### src/rtl/mult_err_monitor_if.sv
// Result-quadruple handshake bus between the multiplier bank
// and the error monitor.
interface mult_err_monitor_if;
  logic        in_valid;
  logic        in_ready;
  logic        exception_in;
  logic [31:0] result;
  logic [31:0] result_approx;
  logic [31:0] result_drum;
  logic [31:0] result_foil;

  modport master (
    output in_valid,
    output exception_in,
    output result,
    output result_approx,
    output result_drum,
    output result_foil,
    input  in_ready
  );

  modport slave (
    input  in_valid,
    input  exception_in,
    input  result,
    input  result_approx,
    input  result_drum,
    input  result_foil,
    output in_ready
  );
endinterface

### src/rtl/mult_err_monitor.sv
// On-chip ULP error statistics for approximate multipliers
// (approx, DRUM, FOIL) against the exact product.
module mult_err_monitor #(
  parameter int SAMPLES = 10000,
  parameter int ACC_W   = 48
) (
  input  logic             clk,
  input  logic             reset,
  input  logic             start,
  mult_err_monitor_if.slave bus,
  input  logic [1:0]       sel,
  output logic [31:0]      match_cnt,
  output logic [30:0]      max_err,
  output logic [ACC_W-1:0] sum_err,
  output logic [31:0]      sample_cnt,
  output logic [31:0]      skip_cnt,
  output logic             busy,
  output logic             done
);

  localparam int SW = (ACC_W > 31 ? ACC_W : 31) + 1;

  typedef enum logic [1:0] {
    IDLE,
    RUN,
    DRAIN,
    DONE
  } state_t;

  state_t state, state_nx;

  logic                   ready;
  logic                   accept;
  logic                   last;
  logic                   s1_valid;
  logic                   s1_exc;
  logic [3:0][31:0]       s1_q;
  logic                   skip;
  logic [2:0][30:0]       err;
  logic [2:0][SW-1:0]     wide;
  logic [2:0][ACC_W-1:0]  sum_nx;
  logic [2:0][31:0]       match_q;
  logic [2:0][30:0]       max_q;
  logic [2:0][ACC_W-1:0]  sum_q;

  // Sign-magnitude ULP distance; opposite signs add magnitudes.
  function automatic logic [30:0] ulp_err(
    input logic [31:0] a,
    input logic [31:0] b
  );
    logic [31:0] s;
    s = {1'b0, a[30:0]} + {1'b0, b[30:0]};
    if (a[31] == b[31])
      ulp_err = (a[30:0] >= b[30:0]) ? a[30:0] - b[30:0]
                                     : b[30:0] - a[30:0];
    else
      ulp_err = s[31] ? 31'h7FFF_FFFF : s[30:0];
  endfunction

  assign bus.in_ready = ready;
  assign accept = bus.in_valid && ready && !start;
  assign last   = (sample_cnt == 32'(SAMPLES - 1));

  // State register.
  always_ff @(posedge clk or posedge reset) begin
    if (reset) state <= IDLE;
    else       state <= state_nx;
  end

  // Next state and handshake/status outputs; start wins from any state.
  always_comb begin
    state_nx = state;
    ready    = 1'b0;
    busy     = 1'b0;
    done     = 1'b0;
    unique case (state)
      IDLE: ;
      RUN: begin
        ready = 1'b1;
        busy  = 1'b1;
        if (accept && last) state_nx = DRAIN;
      end
      DRAIN: begin
        busy     = 1'b1;
        state_nx = DONE;
      end
      DONE: done = 1'b1;
      default: state_nx = IDLE;
    endcase
    if (start) state_nx = RUN;
  end

  // Stage 1: capture the accepted quadruple.
  always_ff @(posedge clk or posedge reset) begin
    if (reset) begin
      s1_valid <= 1'b0;
      s1_exc   <= 1'b0;
      s1_q     <= '0;
    end else if (start) begin
      s1_valid <= 1'b0;
    end else begin
      s1_valid <= accept;
      if (accept) begin
        s1_exc  <= bus.exception_in;
        s1_q[0] <= bus.result;
        s1_q[1] <= bus.result_approx;
        s1_q[2] <= bus.result_drum;
        s1_q[3] <= bus.result_foil;
      end
    end
  end

  // Accepted-sample counter, bumped on the accept edge.
  always_ff @(posedge clk or posedge reset) begin
    if (reset)       sample_cnt <= '0;
    else if (start)  sample_cnt <= '0;
    else if (accept) sample_cnt <= sample_cnt + 32'd1;
  end

  assign skip = s1_exc || (&s1_q[0][30:23]);

  // Stage 2 arithmetic: per-design error and saturating sum.
  always_comb begin
    err    = '0;
    wide   = '0;
    sum_nx = '0;
    for (int d = 0; d < 3; d++) begin
      err[d]    = ulp_err(s1_q[0], s1_q[d+1]);
      wide[d]   = SW'(sum_q[d]) + SW'(err[d]);
      sum_nx[d] = (|(wide[d] >> ACC_W)) ? '1
                                        : wide[d][ACC_W-1:0];
    end
  end

  // Stage 2 statistics update.
  always_ff @(posedge clk or posedge reset) begin
    if (reset) begin
      skip_cnt <= '0;
      match_q  <= '0;
      max_q    <= '0;
      sum_q    <= '0;
    end else if (start) begin
      skip_cnt <= '0;
      match_q  <= '0;
      max_q    <= '0;
      sum_q    <= '0;
    end else if (s1_valid) begin
      if (skip) begin
        skip_cnt <= skip_cnt + 32'd1;
      end else begin
        for (int d = 0; d < 3; d++) begin
          if (err[d] == '0) match_q[d] <= match_q[d] + 32'd1;
          if (err[d] > max_q[d]) max_q[d] <= err[d];
          sum_q[d] <= sum_nx[d];
        end
      end
    end
  end

  // Readback mux; select 3 reads zeros.
  always_comb begin
    match_cnt = '0;
    max_err   = '0;
    sum_err   = '0;
    unique case (sel)
      2'd0: begin
        match_cnt = match_q[0];
        max_err   = max_q[0];
        sum_err   = sum_q[0];
      end
      2'd1: begin
        match_cnt = match_q[1];
        max_err   = max_q[1];
        sum_err   = sum_q[1];
      end
      2'd2: begin
        match_cnt = match_q[2];
        max_err   = max_q[2];
        sum_err   = sum_q[2];
      end
      default: ;
    endcase
  end

endmodule

### src/flat_wrapper.sv
// flat-port wrapper written by rule: the top's interface ports become plain ports
module mult_err_monitor_flat 
#(
  parameter int SAMPLES = 10000,
  parameter int ACC_W   = 48
)
  (clk, reset, start, sel, match_cnt, max_err, sum_err, sample_cnt, skip_cnt, busy, done, bus_in_valid, bus_exception_in, bus_result, bus_result_approx, bus_result_drum, bus_result_foil, bus_in_ready);
  mult_err_monitor_if bus_i ();
  input  logic clk;
  input  logic reset;
  input  logic start;
  input  logic [1:0] sel;
  output logic [31:0] match_cnt;
  output logic [30:0] max_err;
  output logic [ACC_W-1:0] sum_err;
  output logic [31:0] sample_cnt;
  output logic [31:0] skip_cnt;
  output logic busy;
  output logic done;
  input wire logic [$bits(bus_i.in_valid)-1:0] bus_in_valid;
  input wire logic [$bits(bus_i.exception_in)-1:0] bus_exception_in;
  input wire logic [$bits(bus_i.result)-1:0] bus_result;
  input wire logic [$bits(bus_i.result_approx)-1:0] bus_result_approx;
  input wire logic [$bits(bus_i.result_drum)-1:0] bus_result_drum;
  input wire logic [$bits(bus_i.result_foil)-1:0] bus_result_foil;
  output wire logic [$bits(bus_i.in_ready)-1:0] bus_in_ready;
  assign bus_i.in_valid = bus_in_valid;
  assign bus_i.exception_in = bus_exception_in;
  assign bus_i.result = bus_result;
  assign bus_i.result_approx = bus_result_approx;
  assign bus_i.result_drum = bus_result_drum;
  assign bus_i.result_foil = bus_result_foil;
  assign bus_in_ready = bus_i.in_ready;
  mult_err_monitor #(.SAMPLES(SAMPLES), .ACC_W(ACC_W)) u_core (.clk(clk), .reset(reset), .start(start), .bus(bus_i), .sel(sel), .match_cnt(match_cnt), .max_err(max_err), .sum_err(sum_err), .sample_cnt(sample_cnt), .skip_cnt(skip_cnt), .busy(busy), .done(done));
endmodule
### config.mk
export PLATFORM = sky130hd
export DESIGN_NAME = mult_err_monitor_flat
export DESIGN_NICKNAME = d
export VERILOG_FILES = /design/src/rtl/mult_err_monitor_if.sv /design/src/rtl/mult_err_monitor.sv /design/src/flat_wrapper.sv
export SDC_FILE = /design/constraint.sdc
export NUM_CORES = 2
export LEC_CHECK = 0
export CORE_UTILIZATION = 27
export CTS_BUF_LIST = sky130_fd_sc_hd__clkbuf_16
export CTS_CLUSTER_SIZE = 40
export DETAILED_ROUTE_END_ITERATION = 16
export DONT_BUFFER_PORTS = 1
export PLACE_DENSITY = 0.4
export SETUP_SLACK_MARGIN = 0.02
export SLEW_MARGIN = 15
export SYNTH_ARGS = -nofsm -noshare
export SYNTH_HDL_FRONTEND = slang
export SYNTH_SLANG_ARGS = --single-unit
### constraint.sdc
create_clock -name clk -period 59.4 [get_ports clk]
set_clock_uncertainty 0.2 [all_clocks]
set_input_delay 11.88 -clock clk [delete_from_list [all_inputs] [get_ports clk]]
set_output_delay 11.88 -clock clk [all_outputs]
set_load 0.005 [all_outputs]
==> reports/metrics.csv <==
stage,metric,value,unit
global_routing,antenna_found_initial,18,
yosys,ys_ff_latch,529,
sta,drv_slew,0,
cts,insertion_delay,0.71,ns
yosys,synth-edff-count,0,
die,die_w,427.3,um
critical_path,ff2ff_path_depth,28,
placed_design,io_buffers,0,
finish,final_area,53830,um2
yosys,synth_ff_type,dfrtp_1,
cts,cts_tree,built,
sta,period_minus_slack,25.92,ns
critical_path,path_class,input port to primary output,
route,drt_first_pass_iters,8,
die,io_pins,313,
cts,cts_root_buf,clkbuf_16,
die,core_area,179000,um2
hold_path,hold_start,u_core.match_q[31],
critical_path,reg2reg_slack,49.67,ns
critical_path,critPathLaunchType,input port,
finish,area_delta_synth_final,10.25,%
route,drc,0,
sta,slew_headroom,6.382,%
placed_design,placed_area,51380,um2
placed_design,hpwl,183700,um
sta,timing.final.hold_violations,0,
placed_design,dp_cells,8312,
cts,postCtsSetupBuffers,0,
yosys,synth.avg_cell_area,7.910,um2
yosys,synthesis.area,48830,um2
critical_path,cp-end-kind,primary output,
placed_design,gp_congestion,0.9439,
critical_path,crit_arrival,13.84,ns
critical_path,crit_required,47.32,ns
sta,tns,0,ns
route,routed-via-count,47540,
critical_path,r2r-start,u_core.s1_q[4],
power,pwr-share-clk,21.2,%
flow_run,drv_cap,0,
yosys,async_flop_share,100.0,%
yosys,yosysWarnings,0,
power,internal_power,0.001070,W
cts,h-tree-depth,3,
status,status,"complete, no violations",
route,wl,232200,um
power,leakage,23.75,nW
cts,clock_path_buffers,3,
global_routing,grt_use_total,24.73,%
route,initialDrtViolationCount,4805,
route,vias_per_cell,5.617,
cts,cts_hold_buf,0,
sta,tightest_slew,1.386,ns
hold_path,worstHoldEndpoint,u_core.match_q[31],
finish,n_fill_cell,19190,
global_routing,grt_pass1_wl,331900,um
power,powerDensity,39.97,nW/um2
critical_path,worstReg2RegEnd,u_core.sum_q[33],
yosys,synth_cells,6173,
cts,ctsResizeCount,0,
cts,cts-buffers-inserted,76,
finish,final_nets,6660,
die,rows,155,
yosys,synth_fp_nets,6798,
global_routing,grt_pass1_vias,45200,
sta,fin_crit_sh,43.64,%
power,irDropWorstVdd,0.00001890,V
die,die-height,427.3,um
hold_path,hp-class,flop to flop,
finish,stdcell_count,8463,
power,p_sw,0.001081,W
sta,final-setup-viol-count,0,
finish,drive_gt1_share,5.793,%
critical_path,cp_max_fo,112,
global_routing,grt_max_degree,369,
yosys,ys_types,107,
power,seq_power_share,21.2,%
route,ant_nets,0,
hold_path,hold_depth,2,
power,combPwrFrac,57.6,%
cts,cts_sinks,529,
sta,fmax,38.58,MHz
global_routing,grt_overflow,0,
yosys,yosysSeqAreaShare,27.11,%
die,die_area,182600,um2
sta,rsz0062_at_grt,no,
cts,clkTransAtPathRegs,0.05,ns
die,initial_core_util,27.28,%
power,swShare,50.25,%
route,wl_per_cell,27.44,um
## cell usage in the layout, fill, tap and decap left out, types with 31 or more instances in the layout
cell and instances:
nand4_1 119, mux2_2 31, nor4_1 47, xor2_1 79, a211oi_1 93, nor3_1 129
nor2_1 547, o21a_1 39, nor2b_1 83, a31oi_1 112, ha_1 478, xnor2_1 111
nand3_1 165, o22ai_1 49, and3_1 90, or3_1 44, o21ai_0 599, dfrtp_1 529
nand2_1 534, inv_1 415, nand2b_1 65, o21bai_1 63, a21o_1 159, o31ai_1 41
clkbuf_16 76, buf_4 114, mux2i_1 226, a21oi_1 457, o211ai_1 45
## worst max-delay path, cell delays in order
cell	delay (ns)
nor2b_4	0.79
buf_4	0.74
nand2_1	0.13
o21ai_0	0.19
## flip-flops by register name (all words and copies together), names as in the netlist, 2 cells and up
name and cells:
u_core.sum_q 144, u_core.match_q 96, u_core.state 2, u_core.skip_cnt 32, u_core.max_q 93, u_core.sample_cnt 32, u_core.s1_q 128
## synth_stat cells, drive strengths merged (50+ instances only)
master | instances | area share [%]
a211oi | 96 | 1.5
a21o | 159 | 2.4
a21oi | 460 | 4.7
a31oi | 113 | 1.5
and3 | 90 | 1.2
buf | 81 | 0.89
clkbuf | 249 | 1.9
dfrtp | 529 | 27
ha | 478 | 12
inv | 404 | 3.1
mux2i | 226 | 4.6
nand2 | 537 | 4.2
nand2b | 65 | 0.83
nand3 | 165 | 1.7
nand4 | 119 | 1.5
nor2 | 550 | 4.2
nor2b | 84 | 1.1
nor3 | 132 | 1.4
nor4 | 50 | 0.68
o21ai | 614 | 6.3
o21bai | 64 | 1.0
xnor2 | 114 | 2.0
xor2 | 82 | 1.5
## metal layers
layer | up-vias | track usage (%) | share of wire (%)
met4 | 16 | 12.93 | 5.8
met1 | 23590 | 33.94 | 45
li1 | 22120 | - | -
met5 | - | 0 | 0.041
met3 | 323 | 3.980 | 5.6
met2 | 1487 | 37.04 | 43
## worst max-delay path by stage
stage | start | end | slack, ns | depth (start not counted)
after global placement | sel[0] | max_err[1] | 33.55 | 4
after detailed placement | sel[0] | max_err[29] | 33.48 | 4
after global routing | sel[0] | max_err[23] | 33.28 | 4
after floorplan | reset | u_core.match_q[0] | 32.54 | 1
final | sel[0] | sum_err[18] | 33.48 | 4
after CTS | sel[0] | max_err[29] | 33.49 | 4
## logic make-up (layout without fill, tap and decap cells)
group	after synthesis	in the layout	share of synthesized area, %
AND/OR/NAND/NOR	1985	1985	19.58
AO/OA/AOI/OAI	1970	1970	25.52
buffers and inverters	735	656	5.919
flip-flops	529	529	27.11
adder cells (fa/ha/maj)	490	490	12.74
multiplexers	268	268	5.617
XOR/XNOR	196	196	3.516
other	0	14	0
## metrics by stage
| stage | util (%) | hold slack [ns] | setup slack (ns) | total power (W) |
|---|---|---|---|---|
| final | 30.07 | 0.3451 | 33.48 | 0.002152 |
| after global routing | 30.06 | 0.3732 | 33.28 | 0.002281 |
| after CTS | 30.05 | 0.3539 | 33.49 | 0.002143 |
| after detailed placement | 28.70 | 0.3404 | 33.48 | 0.001672 |
| after global placement | 28.70 | 0.3400 | 33.55 | 0.001673 |
| after floorplan | - | 0.2737 | 32.54 | 0.001218 |
## power groups by stage
stage	clock, W	sequential, W	combinational [W]
after floorplan	0	0.000418	0.000799
final	0.000455	0.000456	0.00124
after global routing	0.000483	0.000456	0.00134
after global placement	0	0.000465	0.00121
after CTS	0.000471	0.000457	0.00121
after detailed placement	0	0.000463	0.00121
## final cells by class
class	instances	area (um2)	area share [%]
clock buffer	76	1902	3.533
timing repair buffer	114	855.8	1.590
multi-input combinational	4909	32810	60.94
clock inverter	61	521.8	0.9692
inverter	405	1528	2.838
sequential	529	13240	24.59
tap	2355	2947	5.473
antenna	14	35.03	0.06508
(Power assumes the default switching activity.)
